===== config.mk =====
export PLATFORM = sky130hd
export DESIGN_NAME = reg_mode_sequencer_flat
export DESIGN_NICKNAME = d
export VERILOG_FILES = /design/src/rtl/reg_mode_sequencer_pkg.sv /design/src/rtl/reg_mode_sequencer_if.sv /design/src/rtl/reg_mode_sequencer_cmd_fifo.sv /design/src/rtl/reg_mode_sequencer.sv /design/src/flat_wrapper.sv
export SDC_FILE = /design/constraint.sdc
export NUM_CORES = 1
export LEC_CHECK = 0
export BUFFER_PORTS_ARGS = -buffer_cell sky130_fd_sc_hd__buf_2
export CAP_MARGIN = 20
export CORE_MARGIN = 3
export CORE_UTILIZATION = 54
export CTS_BUF_LIST = sky130_fd_sc_hd__clkbuf_4
export DETAILED_ROUTE_END_ITERATION = 6
export GPL_TIMING_DRIVEN = 0
export MAX_ROUTING_LAYER = met4
export PLACE_DENSITY = 0.83
export SETUP_SLACK_MARGIN = 0.02
export SYNTH_ARGS = -nofsm -noshare
export SYNTH_HDL_FRONTEND = slang
export SYNTH_HIERARCHICAL = 1
export SYNTH_SLANG_ARGS = --single-unit

===== constraint.sdc =====
create_clock -name CLK -period 2.6 [get_ports CLK]
set_input_delay 0.13 -clock CLK [delete_from_list [all_inputs] [get_ports CLK]]
set_output_delay 0.13 -clock CLK [all_outputs]
set_load 0.01 [all_outputs]

===== src/rtl/reg_mode_sequencer_pkg.sv =====
// Shared definitions for the mode-register sequencer.
// Holds the mode encodings, the FSM state type and the register's next-Y function.
package reg_mode_pkg;

  typedef enum logic [1:0] {
    MODE_HOLD = 2'b00,
    MODE_CPL  = 2'b01,
    MODE_SHR  = 2'b10,
    MODE_SHL  = 2'b11
  } mode_t;

  typedef enum logic {
    ST_IDLE = 1'b0,
    ST_RUN  = 1'b1
  } seq_state_t;

  // Behaviour of the 4-bit mode-select register for one clock edge.
  function automatic logic [3:0] next_y(input mode_t mode, input logic [3:0] d,
                                        input logic [3:0] y);
    logic [3:0] y_next;
    y_next = y;
    case (mode)
      MODE_HOLD: y_next = y;
      MODE_CPL:  y_next = ~y;
      MODE_SHR:  y_next = {d[3], y[3:1]};
      MODE_SHL:  y_next = {y[2:0], d[0]};
      default:   y_next = y;
    endcase
    return y_next;
  endfunction

endpackage


===== src/rtl/reg_mode_sequencer_if.sv =====
// Command handshake bundle between the command source and the sequencer.
interface reg_mode_sequencer_if #(
  parameter int CNT_W = 4
);
  logic             cmd_valid;
  logic             cmd_ready;
  logic [1:0]       cmd_mode;
  logic [3:0]       cmd_data;
  logic [CNT_W-1:0] cmd_count;

  modport master (
    output cmd_valid, cmd_mode, cmd_data, cmd_count,
    input  cmd_ready
  );

  modport slave (
    input  cmd_valid, cmd_mode, cmd_data, cmd_count,
    output cmd_ready
  );
endinterface


===== src/rtl/reg_mode_sequencer_cmd_fifo.sv =====
// Small synchronous FIFO holding queued commands; head is visible combinationally
// so the sequencer can pop and load in the same edge.
module cmd_fifo #(
  parameter int DEPTH = 4,
  parameter int WIDTH = 10
) (
  input  logic             CLK,
  input  logic             RESET,
  input  logic             push,
  input  logic [WIDTH-1:0] wr_data,
  input  logic             pop,
  output logic [WIDTH-1:0] rd_data,
  output logic             full,
  output logic             empty
);
  localparam int AW = $clog2(DEPTH);
  localparam logic [AW:0] FULL_CNT = (AW + 1)'(DEPTH);

  logic [WIDTH-1:0] mem [DEPTH];
  logic [AW-1:0]    wr_ptr_reg;
  logic [AW-1:0]    rd_ptr_reg;
  logic [AW:0]      count_reg;
  logic             do_push;
  logic             do_pop;

  assign full    = (count_reg == FULL_CNT);
  assign empty   = (count_reg == '0);
  assign do_push = push && !full;
  assign do_pop  = pop && !empty;
  assign rd_data = mem[rd_ptr_reg];

  always_ff @(posedge CLK) begin
    if (do_push) begin
      mem[wr_ptr_reg] <= wr_data;
    end
  end

  always_ff @(posedge CLK or posedge RESET) begin
    if (RESET) begin
      wr_ptr_reg <= '0;
      rd_ptr_reg <= '0;
      count_reg  <= '0;
    end else begin
      if (do_push) begin
        wr_ptr_reg <= wr_ptr_reg + 1'b1;
      end
      if (do_pop) begin
        rd_ptr_reg <= rd_ptr_reg + 1'b1;
      end
      case ({do_push, do_pop})
        2'b10:   count_reg <= count_reg + 1'b1;
        2'b01:   count_reg <= count_reg - 1'b1;
        default: count_reg <= count_reg;
      endcase
    end
  end

endmodule


===== src/rtl/reg_mode_sequencer.sv =====
// Command-driven initiator for the 4-bit mode-select register.
// Define SEQ_CHECK_EN to build in the shadow model of Y and the sticky mismatch flag.
module reg_mode_sequencer
  import reg_mode_pkg::*;
#(
  parameter int DEPTH = 4,
  parameter int CNT_W = 4
) (
  input  logic                 CLK,
  input  logic                 RESET,
  reg_mode_sequencer_if.slave  cmd,
  output logic [1:0]           S,
  output logic [3:0]           D,
  input  logic [3:0]           Y,
  output logic                 busy,
  output logic                 done,
  output logic [3:0]           exp_y,
  output logic                 err
);
  localparam int FW = 6 + CNT_W;

  logic [FW-1:0]    head;
  logic             fifo_full;
  logic             fifo_empty;
  logic             pop;
  seq_state_t       state_reg;
  mode_t            mode_reg;
  logic [3:0]       data_reg;
  logic [CNT_W-1:0] rem_reg;
  logic             done_reg;

  assign cmd.cmd_ready = !fifo_full;

  // A new command is taken from IDLE, or on the final cycle of the running one.
  assign pop = !fifo_empty && ((state_reg == ST_IDLE) || (rem_reg == '0));

  cmd_fifo #(
    .DEPTH (DEPTH),
    .WIDTH (FW)
  ) u_cmd_fifo (
    .CLK     (CLK),
    .RESET   (RESET),
    .push    (cmd.cmd_valid),
    .wr_data ({cmd.cmd_mode, cmd.cmd_data, cmd.cmd_count}),
    .pop     (pop),
    .rd_data (head),
    .full    (fifo_full),
    .empty   (fifo_empty)
  );

  always_ff @(posedge CLK or posedge RESET) begin
    if (RESET) begin
      state_reg <= ST_IDLE;
      mode_reg  <= MODE_HOLD;
      data_reg  <= '0;
      rem_reg   <= '0;
      done_reg  <= 1'b0;
    end else begin
      done_reg <= 1'b0;
      case (state_reg)
        ST_IDLE: begin
          if (!fifo_empty) begin
            mode_reg  <= mode_t'(head[FW-1 -: 2]);
            data_reg  <= head[CNT_W +: 4];
            rem_reg   <= head[CNT_W-1:0];
            state_reg <= ST_RUN;
          end
        end
        ST_RUN: begin
          if (rem_reg != '0) begin
            rem_reg <= rem_reg - 1'b1;
          end else begin
            done_reg <= 1'b1;
            if (!fifo_empty) begin
              mode_reg <= mode_t'(head[FW-1 -: 2]);
              data_reg <= head[CNT_W +: 4];
              rem_reg  <= head[CNT_W-1:0];
            end else begin
              mode_reg  <= MODE_HOLD;
              data_reg  <= '0;
              state_reg <= ST_IDLE;
            end
          end
        end
        default: state_reg <= ST_IDLE;
      endcase
    end
  end

  assign S    = mode_reg;
  assign D    = data_reg;
  assign done = done_reg;
  assign busy = (state_reg == ST_RUN) || !fifo_empty;

`ifdef SEQ_CHECK_EN
  logic [3:0] exp_y_reg;
  logic       err_reg;

  // The model advances on the same edge as the real register, so Y and
  // exp_y_reg are compared before either moves.
  always_ff @(posedge CLK or posedge RESET) begin
    if (RESET) begin
      exp_y_reg <= '0;
      err_reg   <= 1'b0;
    end else begin
      exp_y_reg <= next_y(mode_reg, data_reg, exp_y_reg);
      if (Y != exp_y_reg) begin
        err_reg <= 1'b1;
      end
    end
  end

  assign exp_y = exp_y_reg;
  assign err   = err_reg;
`else
  logic unused_y;
  assign unused_y = ^Y;
  assign exp_y    = 4'b0000;
  assign err      = 1'b0;
`endif

endmodule


===== src/flat_wrapper.sv =====
// flat-port wrapper written by rule: the top's interface ports become plain ports
module reg_mode_sequencer_flat import reg_mode_pkg::*;
#(
  parameter int DEPTH = 4,
  parameter int CNT_W = 4
)
  (CLK, RESET, S, D, Y, busy, done, exp_y, err, cmd_cmd_valid, cmd_cmd_mode, cmd_cmd_data, cmd_cmd_count, cmd_cmd_ready);
  reg_mode_sequencer_if #(.CNT_W(CNT_W)) cmd_i ();
  input  logic CLK;
  input  logic RESET;
  output logic [1:0] S;
  output logic [3:0] D;
  input  logic [3:0] Y;
  output logic busy;
  output logic done;
  output logic [3:0] exp_y;
  output logic err;
  input wire logic [$bits(cmd_i.cmd_valid)-1:0] cmd_cmd_valid;
  input wire logic [$bits(cmd_i.cmd_mode)-1:0] cmd_cmd_mode;
  input wire logic [$bits(cmd_i.cmd_data)-1:0] cmd_cmd_data;
  input wire logic [$bits(cmd_i.cmd_count)-1:0] cmd_cmd_count;
  output wire logic [$bits(cmd_i.cmd_ready)-1:0] cmd_cmd_ready;
  assign cmd_i.cmd_valid = cmd_cmd_valid;
  assign cmd_i.cmd_mode = cmd_cmd_mode;
  assign cmd_i.cmd_data = cmd_cmd_data;
  assign cmd_i.cmd_count = cmd_cmd_count;
  assign cmd_cmd_ready = cmd_i.cmd_ready;
  reg_mode_sequencer #(.DEPTH(DEPTH), .CNT_W(CNT_W)) u_core (.CLK(CLK), .RESET(RESET), .cmd(cmd_i), .S(S), .D(D), .Y(Y), .busy(busy), .done(done), .exp_y(exp_y), .err(err));
endmodule

==> out/qor.yml, run 1 <==
die-width_microns: 74.1
switchingPower_mw: 1.08
num_antenna_cells: 0
fp.dieArea_sq_um: 5490
final_cell_count_no_fill: 255
cp_cell_sequence: "inv_2 > ha_4 > or3b_4 > a21oi_4 > o31a_2 > ha_4 > inv_1 > fa_1 > xor2_1 > nor2_1 > xor2_1"
cts.sinks: 59
cts-root-buf: "clkbuf_4"
hp-start: "cmd_cmd_valid"
grt_start_max_net_pins: 13
cts_htree_levels: 3
p_clk_frac: 0.189
power_frac_comb: 0.374
crit_buf_inv: 2
syn_to_final_growth_pct: 20.4
dpl-instance-area_sq_um: 2690
drive_gt1_frac: 0.389
cts_buffers: 9
cp_max_fo: 5
p_leak_nw: 1.22
die_y_microns: 74.1
io_buffers: 21
cpPeakStageDelay_ps: 440
syn_area_sq_um: 2500
syn_inst: 144
layout_common_cells: "edfxtp_1 (40), buf_2 (24), dfrtp_1 (19)"
finalSetupViolCount: 0
clockBufferDepth: 2
critPathArrivalTime_ps: 2810
period_needed_ps: 2490
vias: 1400
layout_commonest_cell: "edfxtp_1"
rows: 24
clk_pin_slew_ps: 90
maxCapViolCount: 0
seq_area_frac_synth: 0.670
dr.pass1.iters: 4
synth_top_cell_by_area: "edfxtp_1"
pwr-share-seq: 0.437
maxSlewHeadroom: 0.631
required_ps: 2910
synth_top_area_frac: 0.480
grt_pass1_vias: 1452
synth.distinct_cells: 34
async_flop_share: 0.322
p_int_mw: 2.25
min_path_type: "input port to flip-flop"
worst_clock_skew_ps: 14.1
synth_ff_type: "edfxtp_1"
hold_viol_final: 0
status: "complete, no violations"
critPathLaunch: "u_core/rem_reg[0]"
synth-edff-count: 40
worstSetupStartpointType: "flip-flop"
gp_congestion: 0.874
clock.fmax_mhz: 401
fin_crit_sh: 0.958
power_density_nw_per_um2: 1110
crit_family: "adder cells"
numPlacedInstances: 221
r2r-start: "u_core/rem_reg[0]"
routed_via_density: 5.49
core-area_sq_um: 4410
antenna_found_initial: 0
irDropWorstVdd_mv: 0.793
fin_nets: 222
synth.avg_cell_area_sq_um: 17.4
ys_ff_latch: 59
routedWlPerCell_microns: 17.7
synth.area.top_cells: "edfxtp_1 (48%), dfrtp_1 (19%), mux4_2 (9.0%)"
antenna_left: 0
stdcell_area_sq_um: 3010
worst_pin_slew_ps: 554
cp_slowest_cell: "dfrtp_1"
drc: 0
io_pins: 31
routed_wl_microns: 4500
crit_type: "flip-flop to flip-flop"
yosysWarnings: 6
grt_setup_unrepaired: "no"
largest_reg_flops: 40
clock_latency_ps: 400
slew_violations: 0
start_util: 0.567
crit_path_end_kind: "flip-flop"
dr.first_iter.drc_count: 62
switching_share: 0.323
tritoncts: "yes"
grt_pass1_wl_microns: 7200
tns_ps: 0
track_usage: 0.194
gr-total-overflow: 0
hpwl_microns: 2880
==> cells by family after synthesis <==
| group | share of synthesized area |
|---|---|
| fa+ha+maj | 0.0380 |
| flops | 0.670 |
| simple gates | 0.0500 |
| compound gates | 0.0570 |
| xor+xnor | 0.0210 |
| other cells | 0.00150 |
| buf+inv | 0.0465 |
| mux | 0.116 |
==> area by class of cell <==
class | count | area [sq um]
buffer | 9 | 63.8
timing repair buffer | 39 | 268
fill | 295 | 1400
tap | 52 | 65.1
multi-input combinational | 66 | 749
clock buffer | 11 | 82.6
clock inverter | 5 | 53.8
sequential | 59 | 1680
inverter | 14 | 52.6
==> through the flow <==
| step | total power [mW] | hold slack [ps] | utilization | setup slack, ps |
|---|---|---|---|---|
| after global placement | 2.48 | 74.3 | 0.609 | -61.2 |
| after CTS | 3.24 | 105 | 0.666 | 20.0 |
| after floorplan | 2.27 | -66.6 | - | 130 |
| final | 3.33 | 138 | 0.682 | 109 |
| after global routing | 3.54 | 102 | 0.682 | 14.6 |
| after detailed placement | 2.58 | 84.7 | 0.609 | -163 |
==> worst paths after layout <==
| kind | to | slack (ps) | depth (start not counted) |
|---|---|---|---|
| setup / recovery | u_core/u_cmd_fifo/count_reg[2] | 110 | 11 |
| min in group asynchronous | u_core/u_cmd_fifo/count_reg[2] | 220 | 3 |
| max in group asynchronous | u_core/S[1] | 1940 | 3 |
| hold / removal | u_core/u_cmd_fifo/wr_ptr_reg[0] | 140 | 3 |
| hold reg to reg | u_core/D[1] | 510 | 1 |
| setup reg to reg | u_core/u_cmd_fifo/count_reg[2] | 110 | 11 |
==> worst min-delay path, cell delays in order <==
cell     delay, ps
buf_2          100
nor2b_4        140
xnor2_1        120
==> repair_timing <==
item	4_1_cts	5_1_grt
hold buffers	11	0
setup buffers	1	6
hold endpoints to repair	59	0
gates resized for setup	0	6
pin swaps	1	3
setup endpoints to repair	2	1
==> synth_stat cells (2+ instances only) <==
library cell	instances
edfxtp_1	40
o21ai_0	2
xnor2_1	3
a22o_1	7
buf_4	5
and2_2	4
xor2_1	3
mux2i_1	5
inv_1	14
buf_2	3
dfrtp_1	19
ha_1	6
nand2_1	3
mux4_2	10
==> power groups by stage <==
stage,sequential [mW],clock (mW),combinational [mW]
floorplan,1.46,0,0.814
detailed placement,1.47,0,1.11
finish,1.46,0.629,1.25
global route,1.48,0.694,1.36
CTS,1.46,0.644,1.14
global placement,1.45,0,1.03
==> layer usage <==
| metal | vias up | track usage | wire length (microns) | share of wire |
|---|---|---|---|---|
| met5 | - | - | 0 | 0 |
| met4 | 0 | 0.0865 | 112 | 0.025 |
| met3 | 12 | 0.0676 | 236 | 0.052 |
| met2 | 42 | 0.301 | 2400 | 0.53 |
| met1 | 705 | 0.228 | 1760 | 0.39 |
| li1 | 641 | - | - | - |
(Power assumes the default switching activity.)
==> inputs of run 2 (changes only) <==
- MAX_ROUTING_LAYER: met4 -> not set
==> out/qor.yml, run 2 (synthesized netlist as in run 1, its figures left out) <==
status: "complete, no violations"
layout_commonest_cell: "edfxtp_1"
gp_congestion: 0.860
cts-root-buf: "clkbuf_4"
rows: 24
cts_htree_levels: 3
clockBufferDepth: 2
start_util: 0.567
track_usage: 0.187
fin_nets: 222
worstSetupStartpointType: "flip-flop"
cp_slowest_cell: "dfrtp_1"
critPathArrivalTime_ps: 2810
cp_cell_sequence: "inv_2 > ha_4 > or3b_4 > a21oi_4 > o31a_2 > ha_4 > inv_1 > fa_1 > xor2_1 > nor2_1 > xor2_1"
clock.fmax_mhz: 402
hpwl_microns: 2880
drc: 0
total_power_mw: 3.33
period_needed_ps: 2490
grt_pass1_wl_microns: 7180
io_buffers: 21
power_density_nw_per_um2: 1110
dr.first_iter.drc_count: 66
tns_ps: 0
largest_reg_flops: 40
p_leak_nw: 1.22
finalSetupViolCount: 0
slew_violations: 0
required_ps: 2920
cts_buffers: 9
critPathLaunch: "u_core/rem_reg[0]"
cpPeakStageDelay_ps: 440
crit_path_end_kind: "flip-flop"
tritoncts: "yes"
fin_crit_sh: 0.958
drive_gt1_frac: 0.389
grt_start_max_net_pins: 13
maxSlewHeadroom: 0.628
worst_clock_skew_ps: 12.6
cp_max_fo: 5
cts.sinks: 59
grt_pass1_vias: 1456
endpoint: "u_core/u_cmd_fifo/count_reg[2]"
clock_latency_ps: 400
crit_family: "adder cells"
die-width_microns: 74.1
antenna_found_initial: 0
vias: 1397
layout_common_cells: "edfxtp_1 (40), buf_2 (24), dfrtp_1 (19)"
r2r-start: "u_core/rem_reg[0]"
num_antenna_cells: 0
fp.dieArea_sq_um: 5490
min_path_type: "input port to flip-flop"
routedWlPerCell_microns: 17.6
worst-path-stages: 11
dr.pass1.iters: 4
reg2reg_slack_ps: 110
io_pins: 31
hold_viol_final: 0
routed_wl_microns: 4490
die_y_microns: 74.1
antenna_left: 0
routed_via_density: 5.48
crit_buf_inv: 2
gr-total-overflow: 0
syn_to_final_growth_pct: 20.4
irDropWorstVdd_mv: 0.796
grt_setup_unrepaired: "no"
clk_pin_slew_ps: 90
r2r_cells: 11
core-area_sq_um: 4410
hold_ws_ps: 131
crit_type: "flip-flop to flip-flop"
worst_pin_slew_ps: 558
maxCapViolCount: 0
regToRegEndpoint: "u_core/u_cmd_fifo/count_reg[2]"
## run 2: cell counts in the layout (fill, tap and decap cells not counted)
No cell type changed its count.
## run 2: worst min path at each step
stage / cells after the start / end / slack (ps) / from
6_report: 3 / u_core/u_cmd_fifo/wr_ptr_reg[0] / 130 / cmd_cmd_valid
5_1_grt: 3 / u_core/u_cmd_fifo/wr_ptr_reg[0] / 110 / cmd_cmd_valid
4_1_cts: 3 / u_core/u_cmd_fifo/wr_ptr_reg[0] / 100 / cmd_cmd_valid
3_5_place_dp: 2 / u_core/u_cmd_fifo/count_reg[2] / 80 / RESET
3_3_place_gp: 2 / u_core/u_cmd_fifo/count_reg[0] / 70 / RESET
2_1_floorplan: 1 / u_core/u_cmd_fifo/count_reg[0] / -70 / RESET
## run 2: metrics by stage
| stage | instances | worst slack [ps] | cell area (sq um) | utilization |
|---|---|---|---|---|
| after detailed placement | 221 | -163 | 2690 | 0.609 |
| after floorplan | 148 | 130 | 2520 | - |
| after CTS | 249 | 20.0 | 2940 | 0.666 |
| after global placement | 221 | -61.2 | 2690 | 0.609 |
| after global routing | 255 | 14.5 | 3010 | 0.682 |
| final | 255 | 110 | 3010 | 0.682 |
## run 2: power breakdown
part / total, mW / switching (mW) / leakage, nW / internal (mW)
sequential: 1.46 / 0.166 / 0.593 / 1.29
combinational: 1.25 / 0.594 / 0.559 / 0.654
clock: 0.631 / 0.321 / 0.0705 / 0.310
## run 2: timing repair
| item | 4_1_cts | 5_1_grt |
|---|---|---|
| buffers inserted | 1 | 6 |
| hold buffers | 11 | 0 |
| resized for setup | 0 | 6 |
| setup endpoints to repair | 2 | 1 |
| endpoints found under the hold margin | 59 | 0 |
| pin swaps | 1 | 3 |
## run 2: area by class of cell
type                            instances  area, sq um
Sequential cell                        59         1680
Fill cell                             295         1400
Multi-Input combinational cell         66          749
Timing Repair Buffer                   39          268
Clock buffer                           11         82.6
Tap cell                               52         65.1
Buffer                                  9         63.8
Clock inverter                          5         53.8
Inverter                               14         52.6
## run 2: worst register-to-register path: cells and delay by family, from the launching register on
family / cells / cell delay, ps
compound gates: 2 / 380
xor+xnor: 2 / 300
fa+ha+maj: 3 / 640
buf+inv: 2 / 130
flops: 1 / 440
simple gates: 2 / 530
## run 2: metal layers
metal	wire (microns)	global-route usage
met4	129	0.111
met1	1780	0.228
met3	203	0.0473
met5	0	0
met2	2380	0.301
==> inputs of run 3 (changes only) <==
- SETUP_SLACK_MARGIN: 0.02 -> 0.4
==> out/qor.yml, run 3 (synthesized netlist as in run 1, its figures left out) <==
grt_pass1_vias: 1528
routed_wl_microns: 4510
routedWlPerCell_microns: 17.5
cts_htree_levels: 3
fin_nets: 224
finalSetupViolCount: 0
drive_gt1_frac: 0.410
critPathArrivalTime_ps: 2670
tritoncts: "yes"
cts-root-buf: "clkbuf_4"
crit_path_end_kind: "flip-flop"
layout_common_cells: "edfxtp_1 (40), buf_2 (24), dfrtp_1 (19)"
io_buffers: 21
drc: 0
grt_setup_unrepaired: "yes"
status: "complete, no violations"
crit_type: "flip-flop to flip-flop"
syn_to_final_growth_pct: 21.1
clock_latency_ps: 390
clockBufferDepth: 2
required_ps: 2910
cts_buffers: 9
hold_viol_final: 0
track_usage: 0.193
power_density_nw_per_um2: 1100
layout_commonest_cell: "edfxtp_1"
cp_max_fo: 2
p_leak_nw: 1.24
grt_start_max_net_pins: 13
start_util: 0.567
routed_via_density: 5.42
worstSetupStartpointType: "flip-flop"
num_antenna_cells: 0
antenna_found_initial: 0
worst_pin_slew_ps: 571
min_path_type: "input port to flip-flop"
gr-total-overflow: 0
core-area_sq_um: 4410
final_cell_count_no_fill: 257
die-width_microns: 74.1
clock.fmax_mhz: 424
hpwl_microns: 2910
dr.pass1.iters: 4
fp.dieArea_sq_um: 5490
die_y_microns: 74.1
dp_worst_setup_slack_ps: -50.1
slew_violations: 0
gp_congestion: 0.867
cts.sinks: 59
timing.final.ws_setup_ps: 241
numPlacedInstances: 221
irDropWorstVdd_mv: 0.630
fin_crit_sh: 0.907
maxSlewHeadroom: 0.619
vias: 1394
largest_reg_flops: 40
grt_pass1_wl_microns: 7420
antenna_left: 0
dr.first_iter.drc_count: 66
io_pins: 31
clk_pin_slew_ps: 100
worst_clock_skew_ps: 15.1
maxCapViolCount: 0
period_needed_ps: 2360
rows: 24
-- run 3: changes by cell type in the layout (fill, tap and decap cells not counted), sizes merged --
cell,delta
buf,+2
-- run 3: final timing paths --
path | from | to | slack, ps | cells after the start
min | cmd_cmd_valid | u_core/u_cmd_fifo/wr_ptr_reg[0] | 130 | 3
max | u_core/rem_reg[0] | u_core/u_cmd_fifo/count_reg[2] | 240 | 11
min in group asynchronous | RESET | u_core/u_cmd_fifo/count_reg[1] | 220 | 3
max in group asynchronous | RESET | u_core/D[2] | 1940 | 3
min reg2reg | u_core/D[1] | u_core/D[1] | 520 | 1
max reg2reg | u_core/rem_reg[0] | u_core/u_cmd_fifo/count_reg[2] | 240 | 11
-- run 3: area by class of cell --
class	count	area (sq um)
plain buffers	9	63.8
clock buffers	11	82.6
clock inverters	5	55.1
fillers	309	1380
multi-input cells	66	752
flip-flops and latches	59	1680
well taps	52	65.1
inverters	14	52.6
repair buffers	41	283
-- run 3: power by group --
part	total [mW]	leakage (nW)	internal [mW]	switching [mW]
clock network	0.642	0.0729	0.312	0.331
logic	1.24	0.571	0.652	0.591
registers	1.45	0.593	1.29	0.163
-- run 3: critical path, cell delays in order (launching register included) --
cell     delay (ps)
dfrtp_1         410
inv_2            80
ha_4            130
or3b_4          390
a21oi_4         160
o31a_2          200
ha_4            140
inv_2            40
fa_2            330
xor2_1          140
nor2_1          110
xor2_1          160
-- run 3: through the flow --
step	TNS, ps	util	cell area (sq um)	hold slack (ps)	total power, mW
floorplan	0	-	2530	-66.6	2.29
global placement	0	0.613	2710	74.3	2.50
detailed placement	-50.1	0.613	2710	80.8	2.60
CTS	0	0.685	3020	113	3.33
global route	0	0.687	3030	119	3.54
finish	0	0.687	3030	135	3.34
-- run 3: repair_timing --
action	CTS	global route
pin swaps	4	1
setup buffers	8	1
hold endpoints to repair	59	0
hold buffers	11	0
setup endpoints to repair	2	2
gates resized for setup	3	0
-- run 3: metal layers --
metal  GRT usage  wire [microns]  vias up
met3      0.0432             197        8
met4       0.133             104        0
li1            -               -      642
met2       0.317            2400       37
met5           0               0        -
met1       0.225            1810      707
